===== src/rtl/down_counter.sv =====
// down_counter: loadable down-counting interval timer with terminal-count pulse.
//
// A load captures a cycle count. The counter then decrements on enabled clocks
// while in RUN and flags the terminal step with a one-cycle tc pulse. In
// one-shot operation it then returns to IDLE with q=0 and raises a sticky done.
//
// Build option: define DOWN_COUNTER_RELOAD_EN to add the reload register.
// With it, periodic=1 reloads q from the last loaded value at each terminal
// step, so the counter becomes a programmable rate generator. Without it,
// periodic is ignored and every terminal step behaves as one-shot.
//
// Parameters:
//   WIDTH     counter and load-value width in bits
// Ports:
//   clk       sole clock, rising edge
//   sclr_n    synchronous active-low reset
//   load      load request; captures load_val (highest priority after reset)
//   load_val  count to load
//   en        count enable (used only in RUN)
//   periodic  auto-reload select (used only with DOWN_COUNTER_RELOAD_EN)
//   q         current count, registered
//   busy      high while in RUN
//   tc        terminal-count pulse, one cycle, registered
//   done      sticky one-shot completion flag, registered
module down_counter #(
  parameter int unsigned WIDTH = 20
) (
  input  logic             clk,
  input  logic             sclr_n,
  input  logic             load,
  input  logic [WIDTH-1:0] load_val,
  input  logic             en,
  input  logic             periodic,
  output logic [WIDTH-1:0] q,
  output logic             busy,
  output logic             tc,
  output logic             done
);

  typedef enum logic {
    IDLE = 1'b0,
    RUN  = 1'b1
  } state_t;

  state_t           state;
  state_t           state_nxt;
  logic [WIDTH-1:0] q_nxt;
  logic             tc_nxt;
  logic             done_nxt;
  logic             reload_now;

`ifdef DOWN_COUNTER_RELOAD_EN
  logic [WIDTH-1:0] reload;
  logic [WIDTH-1:0] reload_nxt;

  assign reload_now = periodic;
`else
  logic unused_periodic;

  assign unused_periodic = periodic;
  assign reload_now      = 1'b0;
`endif

  // State and output registers
  always_ff @(posedge clk) begin
    if (!sclr_n) begin
      state <= IDLE;
      q     <= '0;
      tc    <= 1'b0;
      done  <= 1'b0;
`ifdef DOWN_COUNTER_RELOAD_EN
      reload <= '0;
`endif
    end else begin
      state <= state_nxt;
      q     <= q_nxt;
      tc    <= tc_nxt;
      done  <= done_nxt;
`ifdef DOWN_COUNTER_RELOAD_EN
      reload <= reload_nxt;
`endif
    end
  end

  // Next-state and next-output logic
  always_comb begin
    state_nxt = state;
    q_nxt     = q;
    tc_nxt    = 1'b0;
    done_nxt  = done;
`ifdef DOWN_COUNTER_RELOAD_EN
    reload_nxt = reload;
`endif

    if (load) begin
      // A load pre-empts any terminal step in the same cycle.
      q_nxt     = load_val;
      done_nxt  = 1'b0;
      state_nxt = (load_val != '0) ? RUN : IDLE;
`ifdef DOWN_COUNTER_RELOAD_EN
      reload_nxt = load_val;
`endif
    end else if (state == RUN && en) begin
      if (q == WIDTH'(1)) begin
        tc_nxt = 1'b1;
        if (reload_now) begin
`ifdef DOWN_COUNTER_RELOAD_EN
          // Reload holds a non-zero value whenever RUN was entered via load.
          q_nxt = reload;
`endif
        end else begin
          q_nxt     = '0;
          state_nxt = IDLE;
          done_nxt  = 1'b1;
        end
      end else begin
        // RUN implies q >= 1, so this never underflows.
        q_nxt = q - WIDTH'(1);
      end
    end
  end

  assign busy = (state == RUN);

endmodule


===== config.mk =====
export PLATFORM = sky130hd
export DESIGN_NAME = down_counter
export DESIGN_NICKNAME = d
export VERILOG_FILES = /design/src/rtl/down_counter.sv
export SDC_FILE = /design/constraint.sdc
export NUM_CORES = 1
export LEC_CHECK = 0
export CORE_ASPECT_RATIO = 0.5
export CORE_MARGIN = 2
export CORE_UTILIZATION = 40
export DETAILED_ROUTE_END_ITERATION = 12
export PLACE_DENSITY = 0.73
export SLEW_MARGIN = 20
export SYNTH_ARGS = -nofsm -noshare
export SYNTH_HDL_FRONTEND = slang
export SYNTH_SLANG_ARGS = --single-unit

===== constraint.sdc =====
create_clock -name clk -period 3.5 [get_ports clk]
set_clock_uncertainty 0.2 [all_clocks]
set_input_delay 0.35 -clock clk [delete_from_list [all_inputs] [get_ports clk]]
set_output_delay 0.35 -clock clk [all_outputs]
set_load 0.02 [all_outputs]

==> results of run 1 <==
## metrics by stage
stage                     cells  cell area (sq um)  hold WS, ns  utilization  total power [mW]
after detailed placement    245               1822       0.2719       0.5977            0.5026
after global routing        249               1868       0.3350       0.6129            0.7042
after CTS                   249               1868       0.2957       0.6129            0.6719
after floorplan             161               1305       0.2586            -            0.4129
final                       249               1868       0.2867       0.6129            0.6705
after global placement      245               1822       0.2570       0.5977            0.5002
## cell type report
class / count / area, sq um
timing repair buffer: 50 / 490.5
inverter: 3 / 11.26
sequential: 23 / 460.4
tap: 40 / 50.05
fill: 296 / 1180
clock buffer: 3 / 41.29
multi-input combinational: 129 / 809.5
clock inverter: 1 / 5.005
## layout by cell type, fill, tap and decap left out, drive strengths merged, types with 3 or more instances in the layout
| master | n |
|---|---|
| or4 | 7 |
| o21a | 8 |
| nor2 | 4 |
| and2 | 5 |
| nor4 | 7 |
| o21ai | 18 |
| buf | 4 |
| inv | 3 |
| o41ai | 3 |
| dfxtp | 23 |
| xor2 | 4 |
| o31ai | 4 |
| nor3b | 3 |
| xnor2 | 7 |
| clkbuf | 3 |
| a21oi | 6 |
| clkdlybuf4s50 | 46 |
| nor3 | 9 |
| or3 | 3 |
| nand2b | 6 |
| nand2 | 18 |
## kinds of logic after synthesis
kind of cell / share of synthesized area
DFF: 0.3528
xor gates and xnor gates: 0.07382
adders and majority gates: 0.01917
and+or+nand+nor: 0.2982
buffers and inverters: 0.02684
AOI/OAI and AO/OA: 0.2292
## power by group
part           switching (mW)  internal [mW]  total (mW)
clock                  0.0923         0.0797       0.172
sequential             0.0229          0.280       0.302
combinational          0.0967         0.0994       0.196
total                   0.212          0.459       0.670
## Yosys cell counts
library cell	count	area share
a21boi_0	1	0.0058
a21oi_1	6	0.023
a31oi_1	2	0.0096
and2_1	5	0.024
and3_1	2	0.0096
buf_2	1	0.0038
clkbuf_1	5	0.014
dfxtp_1	23	0.35
ha_1	2	0.019
inv_1	3	0.0086
nand2_1	18	0.052
nand2b_1	6	0.029
nand3_1	1	0.0038
nand4_1	2	0.0096
nor2_1	4	0.012
nor2b_1	1	0.0048
nor3_1	9	0.035
nor3b_1	3	0.017
nor4_1	7	0.034
nor4b_1	1	0.0067
o211a_1	1	0.0077
o21a_1	8	0.046
o21ai_0	18	0.069
o221a_2	2	0.017
o311a_1	1	0.0077
o31ai_1	4	0.023
o41ai_1	3	0.020
or2_1	1	0.0048
or3_1	3	0.014
or4_1	6	0.035
or4_4	1	0.0086
xnor2_1	7	0.047
xor2_1	4	0.027
## layer usage
metal | vias to the layer above | part of all wire
met1 | 663 | 0.50
met5 | - | 0
met4 | 0 | 0
met2 | 47 | 0.43
li1 | 691 | -
met3 | 0 | 0.070
## worst max-delay path, stage by stage, from the launching register on
cell,delay (ns)
dfxtp_1,0.37
or4_4,0.58
or4_1,0.55
or2_1,0.29
or4_1,0.54
a31oi_1,0.19
## registers in the layout (all words and copies together) (netlist names)
register  cells
tc            1
q            20
done          1
busy          1
## how the worst min path moves through the flow
stage	start	end	slack [ns]	depth (start not counted)
final	done	done	0.29	1
after global routing	done	done	0.34	1
after detailed placement	done	done	0.27	1
after floorplan	load_val[10]	q[10]	0.26	2
after global placement	done	done	0.26	1
after CTS	done	done	0.30	1
==> flow_summary.rst, run 1 <==
.. list-table::
   :header-rows: 1

   * - Metric
     - Value
   * - Outcome
     - complete, no violations
   * - Static Leak
     - approximately 0.65 nW
   * - Maximum number of pins on one net before global-route repair
     - 22
   * - Share of layout cells above drive strength 1
     - 0.05263
   * - Post-route setup slack
     - 0.7228 ns
   * - Final Net Count
     - between 200 and 250
   * - Critical Path Start
     - q[7]
   * - Post-CTS Hold Buffers
     - 0
   * - Total length of routed wires
     - 3.667 mm
   * - Clock input transition at the sequential cells of the worst setup and hold paths
     - approximately 0.09 ns
   * - Starting DRC count in detailed routing
     - 98
   * - Syn nets
     - 188
   * - Total DRC errors in the routed layout
     - 0
   * - Req. time, crit path
     - around 3.5 ns
   * - Arrival time of the worst setup path
     - 2.78 ns
   * - Maximum capacitance violations
     - 0
   * - Rel. slew slack
     - 0.6276
   * - Maximum root-to-sink buffer count
     - 2
   * - Crit Path Category
     - reg2reg
   * - Global-route usage over all layers
     - 0.2021
   * - Post CTS Setup Buffer Count
     - 0
   * - TritonCTS Buffers
     - 3
   * - Period Utilization, post-route
     - 0.7935
   * - Clock tree sinks
     - 23
   * - Setup Total Neg Slack
     - 0 ns
   * - RSZ-0062 raised after global routing
     - no
   * - Most utilized layer in the global route result
     - met2
   * - Kind of start point of the critical path
     - register
   * - Count of buffers inserted at the top-level ports
     - 46
   * - Worst-case register-to-register setup slack
     - 0.72 ns
   * - Met3 Usage GRT
     - 0.03918
   * - Met1 global-route usage
     - 0.2993
   * - First-pass GRT wire length
     - a little under 6 mm
   * - Core Region
     - 3048 sq um
   * - Setup violation total in the final timing report
     - 0
   * - Slew at the pin closest to its max-slew limit
     - 0.5543 ns
   * - Die width
     - 84.78 microns
   * - Crit path capture type
     - register
   * - Pre-CTS setup slack
     - 0.7756 ns
   * - Via count of the first global-routing pass
     - 1262
   * - I/O pin cnt
     - 48
   * - Number of distinct standard cells referenced by the synthesized netlist
     - 33
   * - Depth of the worst register-to-register path
     - 5
   * - Avg WL per Cell
     - around 15 microns
   * - Initial Utilization
     - 0.4282
   * - CTS H-Tree Depth
     - 1
   * - Length of the first detailed-routing pass in iterations
     - 4
   * - Worst min path class
     - reg2reg
   * - Routability congestion estimate
     - 0.8246
   * - Post-synthesis sequential element count
     - 23
   * - Initial antenna violation count
     - 0
   * - Area of the die
     - about 3800 sq um
   * - Routing usage on met2
     - 0.3165
   * - Worst-skew pair later-pin latency
     - 0.27 ns
   * - Row cnt
     - 14
   * - Peak supply drop
     - 180.7 uV
   * - Cell count after synthesis
     - roughly 160
   * - Worst reg2reg startpoint
     - q[7]
   * - Post-detail-place hpwl
     - roughly 2.8 mm
   * - Crit path max fanout
     - 8
   * - Total gr overflow
     - 0
   * - Final hold viol count
     - 0
   * - YS warnings
     - 0
   * - Count of antenna diodes in the layout
     - 0
   * - Post-synthesis area per instance
     - 8.106 sq um
   * - Reg2Reg Capture Point
     - q[16]
   * - Total via count in the routed design
     - 1401
   * - Residual antenna-violating net count after detailed routing
     - 0
   * - Die Span Y
     - approximately 44 microns
   * - Sequential share of the synthesized area
     - 0.3528
   * - Power density relative to cell area
     - between 300 and 400 nW/um^2
   * - Clock tree from TritonCTS
     - yes
   * - Fmax achieved
     - about 360 MHz
   * - Routed via count divided by cell count
     - 5.627
   * - Root Buffer Master
     - clkbuf_8
   * - Netlist area before placement
     - 1305 sq um
   * - Min cycle time layout
     - ~2.8 ns
   * - Number of pins exceeding their max-slew limit in the final report
     - 0
   * - Area grow syn2layout
     - 43.14%
   * - Capture point of the critical path
     - q[16]
   * - Resized cells post-CTS
     - 0
Note: power is estimated with default switching activity, not from simulation.
==> run 2, diff against run 1 <==
--- a/config.mk
+++ b/config.mk
@@ -9,7 +9,7 @@
 export CORE_MARGIN = 2
 export CORE_UTILIZATION = 40
 export DETAILED_ROUTE_END_ITERATION = 12
-export PLACE_DENSITY = 0.73
+export PLACE_DENSITY = 0.76
 export SLEW_MARGIN = 20
 export SYNTH_ARGS = -nofsm -noshare
 export SYNTH_HDL_FRONTEND = slang
==> constraint.sdc (replaced) <==
create_clock -name clk -period 2.3 [get_ports clk]
set_clock_uncertainty 0.2 [all_clocks]
set_input_delay 0.23 -clock clk [delete_from_list [all_inputs] [get_ports clk]]
set_output_delay 0.23 -clock clk [all_outputs]
set_load 0.02 [all_outputs]
==> run 2 against run 1 <==
Via count increased by 10%. Critical endpoint unchanged. Sequential power increased by 50%. Wire length increased by 22%. The flow now finishes with violations (negative setup slack). Register-to-register slack got worse by 0.92 ns. Combinational power increased by 110%. Critical path type unchanged. Non-clock buffer count increased by 28. Clock power increased by 51%. Setup slack got worse by 0.92 ns.
==> flow_summary.rst, run 2 (same netlist as run 1, synthesis figures left out) <==
.. list-table::
   :header-rows: 1

   * - Metric
     - Value
   * - Number of pins exceeding their max-slew limit in the final report
     - 0 (unchanged)
   * - Via count of the first global-routing pass
     - 1411 (+12%)
   * - Req. time, crit path
     - 2.31 ns (-1.19 ns)
   * - Placed instance area
     - 2032 sq um (+12%)
   * - Clock tree from TritonCTS
     - yes
   * - Count of antenna diodes in the layout
     - 0 (unchanged)
   * - Maximum capacitance violations
     - 0 (unchanged)
   * - Switching Fraction
     - 0.3197 (+0.003655)
   * - Final hold viol count
     - 0 (unchanged)
   * - Static Leak
     - 0.8293 nW (+28%)
   * - Length of the first detailed-routing pass in iterations
     - 4 (unchanged)
   * - Fmax achieved
     - 400.8 MHz (+11%)
   * - Clock tree sinks
     - 23 (unchanged)
   * - Rel. slew slack
     - 0.6555 (+0.02785)
   * - Worst-skew pair later-pin latency
     - 0.27 ns (about the same)
   * - Slew at the pin closest to its max-slew limit
     - 0.5168 ns (-0.03751 ns)
   * - Avg WL per Cell
     - 16.19 microns (+10%)
   * - Max FFs per register
     - 20 (unchanged)
   * - Clock input transition at the sequential cells of the worst setup and hold paths
     - 0.09 ns (about the same)
   * - Post-CTS Hold Buffers
     - 0 (unchanged)
   * - Switching power total
     - 0.3581 mW (+69%)
   * - CTS H-Tree Depth
     - 1 (unchanged)
   * - Die Span Y
     - 44.39 microns (unchanged)
   * - Maximum number of pins on one net before global-route repair
     - 22 (unchanged)
   * - Overall power
     - 1.120 mW (+67%)
   * - Crit path capture type
     - register
   * - Commonest cells after routing, fill and taps aside
     - clkdlybuf4s50_1, buf_4, dfxtp_1
   * - Pre-CTS setup slack
     - -0.2344 ns (-1.010 ns)
   * - Total via count in the routed design
     - 1543 (+10%)
   * - First-pass GRT wire length
     - 6.969 mm (+17%)
   * - Min cycle time layout
     - 2.495 ns (-0.2824 ns)
   * - Total gr overflow
     - 0 (unchanged)
   * - Peak supply drop
     - 248.0 uV (+37%)
   * - Share of layout cells above drive strength 1
     - 0.2532 (+0.2005)
   * - Row cnt
     - 14 (unchanged)
   * - Total length of routed wires
     - 4.486 mm (+22%)
   * - Root Buffer Master
     - clkbuf_8
   * - TritonCTS Buffers
     - 3 (unchanged)
   * - Filler cells
     - 228 (-23%)
   * - Most frequent standard cell in the layout excluding fill and tap cells
     - clkdlybuf4s50_1
   * - Initial Utilization
     - 0.4282 (unchanged)
   * - Final Net Count
     - 265 (+12%)
   * - Residual antenna-violating net count after detailed routing
     - 0 (unchanged)
   * - Arrival time of the worst setup path
     - 2.50 ns (-0.28 ns)
   * - Outcome
     - finished with violations
   * - Most flops, register
     - q
   * - Final Hold Slack
     - 0.2687 ns (-0.01802 ns)
   * - Period Utilization, post-route
     - 1.085 (+0.2912)
   * - Global-route usage over all layers
     - 0.2416 (+0.03952)
   * - Clock network power share
     - 0.232 (-0.025)
   * - Area of the die
     - 3763 sq um (unchanged)
   * - Sequential share of power
     - 0.404 (-0.047)
   * - Worst min path class
     - reg2reg
   * - Area grow syn2layout
     - 68.94%
   * - Kind of start point of the critical path
     - register
   * - Violated checks
     - negative setup slack
   * - Internal Dissipation
     - 0.7621 mW (+66%)
   * - Setup Total Neg Slack
     - -1.366 ns (-1.366 ns)
   * - Crit path max fanout
     - 5 (-3)
   * - Maximum root-to-sink buffer count
     - 2 (unchanged)
   * - Starting DRC count in detailed routing
     - 112 (+14%)
   * - Die width
     - 84.78 microns (unchanged)
   * - Non-Filler Cell Area, Final
     - 2205 sq um (+18%)
   * - Initial antenna violation count
     - 0 (unchanged)
   * - Total DRC errors in the routed layout
     - 0 (unchanged)
   * - Setup violation total in the final timing report
     - 19 (+19)
   * - Routability congestion estimate
     - 0.9082 (+10%)
   * - Core Region
     - 3048 sq um (unchanged)
   * - Power density relative to cell area
     - 508.1 nW/um^2 (+42%)
   * - Count of buffers inserted at the top-level ports
     - 46 (unchanged)
   * - Crit Path Category
     - reg2reg
   * - Combinational cell fraction of total power
     - 0.364 (+0.072)
   * - Routed via count divided by cell count
     - 5.570 (-1.0%)
   * - Post-detail-place hpwl
     - 3.371 mm (+19%)
   * - I/O pin cnt
     - 48 (unchanged)
   * - RSZ-0062 raised after global routing
     - yes
   * - Post-route setup slack
     - -0.1948 ns (-0.9176 ns)
[run 2: cell types whose count changed in the layout (fill, tap and decap cells not counted), moves of 2 or more]
cell / before / now
dfxtp_1: 23 / 21
buf_6: 0 / 5
o21ai_2: 0 / 8
buf_4: 4 / 27
dfxtp_2: 0 / 2
o21ai_0: 18 / 9
or4_4: 1 / 4
or4_1: 6 / 3
[run 2: what timing repair did]
item,4_1_cts,5_1_grt
pin swaps,2,3
gates resized for setup,21,14
setup endpoints to repair,23,21
setup buffers,0,2
[run 2: metrics by stage]
| stage | cells | util |
|---|---|---|
| floorplan | 161 | - |
| global placement | 271 | 0.6667 |
| detailed placement | 271 | 0.6667 |
| CTS | 275 | 0.6987 |
| global route | 277 | 0.7233 |
| finish | 277 | 0.7233 |
[run 2: layer usage]
| layer | track usage | routed length (microns) | vias to the layer above |
|---|---|---|---|
| met3 | 0.04851 | 418 | 4 |
| met1 | 0.3559 | 2079 | 728 |
| li1 | - | - | 751 |
| met4 | 0.04762 | 19 | 0 |
| met5 | 0 | 0 | - |
| met2 | 0.3732 | 1969 | 60 |
[run 2: power by group through the flow]
stage | registers, mW | logic (mW) | clock network, mW
finish | 0.452 | 0.408 | 0.260
global route | 0.456 | 0.435 | 0.281
CTS | 0.451 | 0.385 | 0.264
detailed placement | 0.459 | 0.366 | 0
global placement | 0.457 | 0.361 | 0
floorplan | 0.497 | 0.133 | 0
[run 2: worst max-delay path, cell delays in order (launching register included)]
cell	delay, ns
dfxtp_2	0.33
or4_4	0.53
or4_4	0.46
or2_1	0.23
or4_1	0.52
a31oi_1	0.17
[run 2: final timing paths]
path,cells past startpoint,slack (ns),endpoint,from
min reg2reg,1,0.27,done,done
max reg2reg,5,-0.19,q[16],q[7]
max,5,-0.19,q[16],q[7]
min,1,0.27,done,done
[run 2: area by class of cell]
type                       count  area (sq um)  share of cell area
sequential                    23         462.9              0.2100
inverter                       3         11.26            0.005108
clock buffer                   4         45.04             0.02043
multi-input combinational    129         915.9              0.4154
tap                           40         50.05             0.02270
timing repair buffer          78         719.4              0.3263
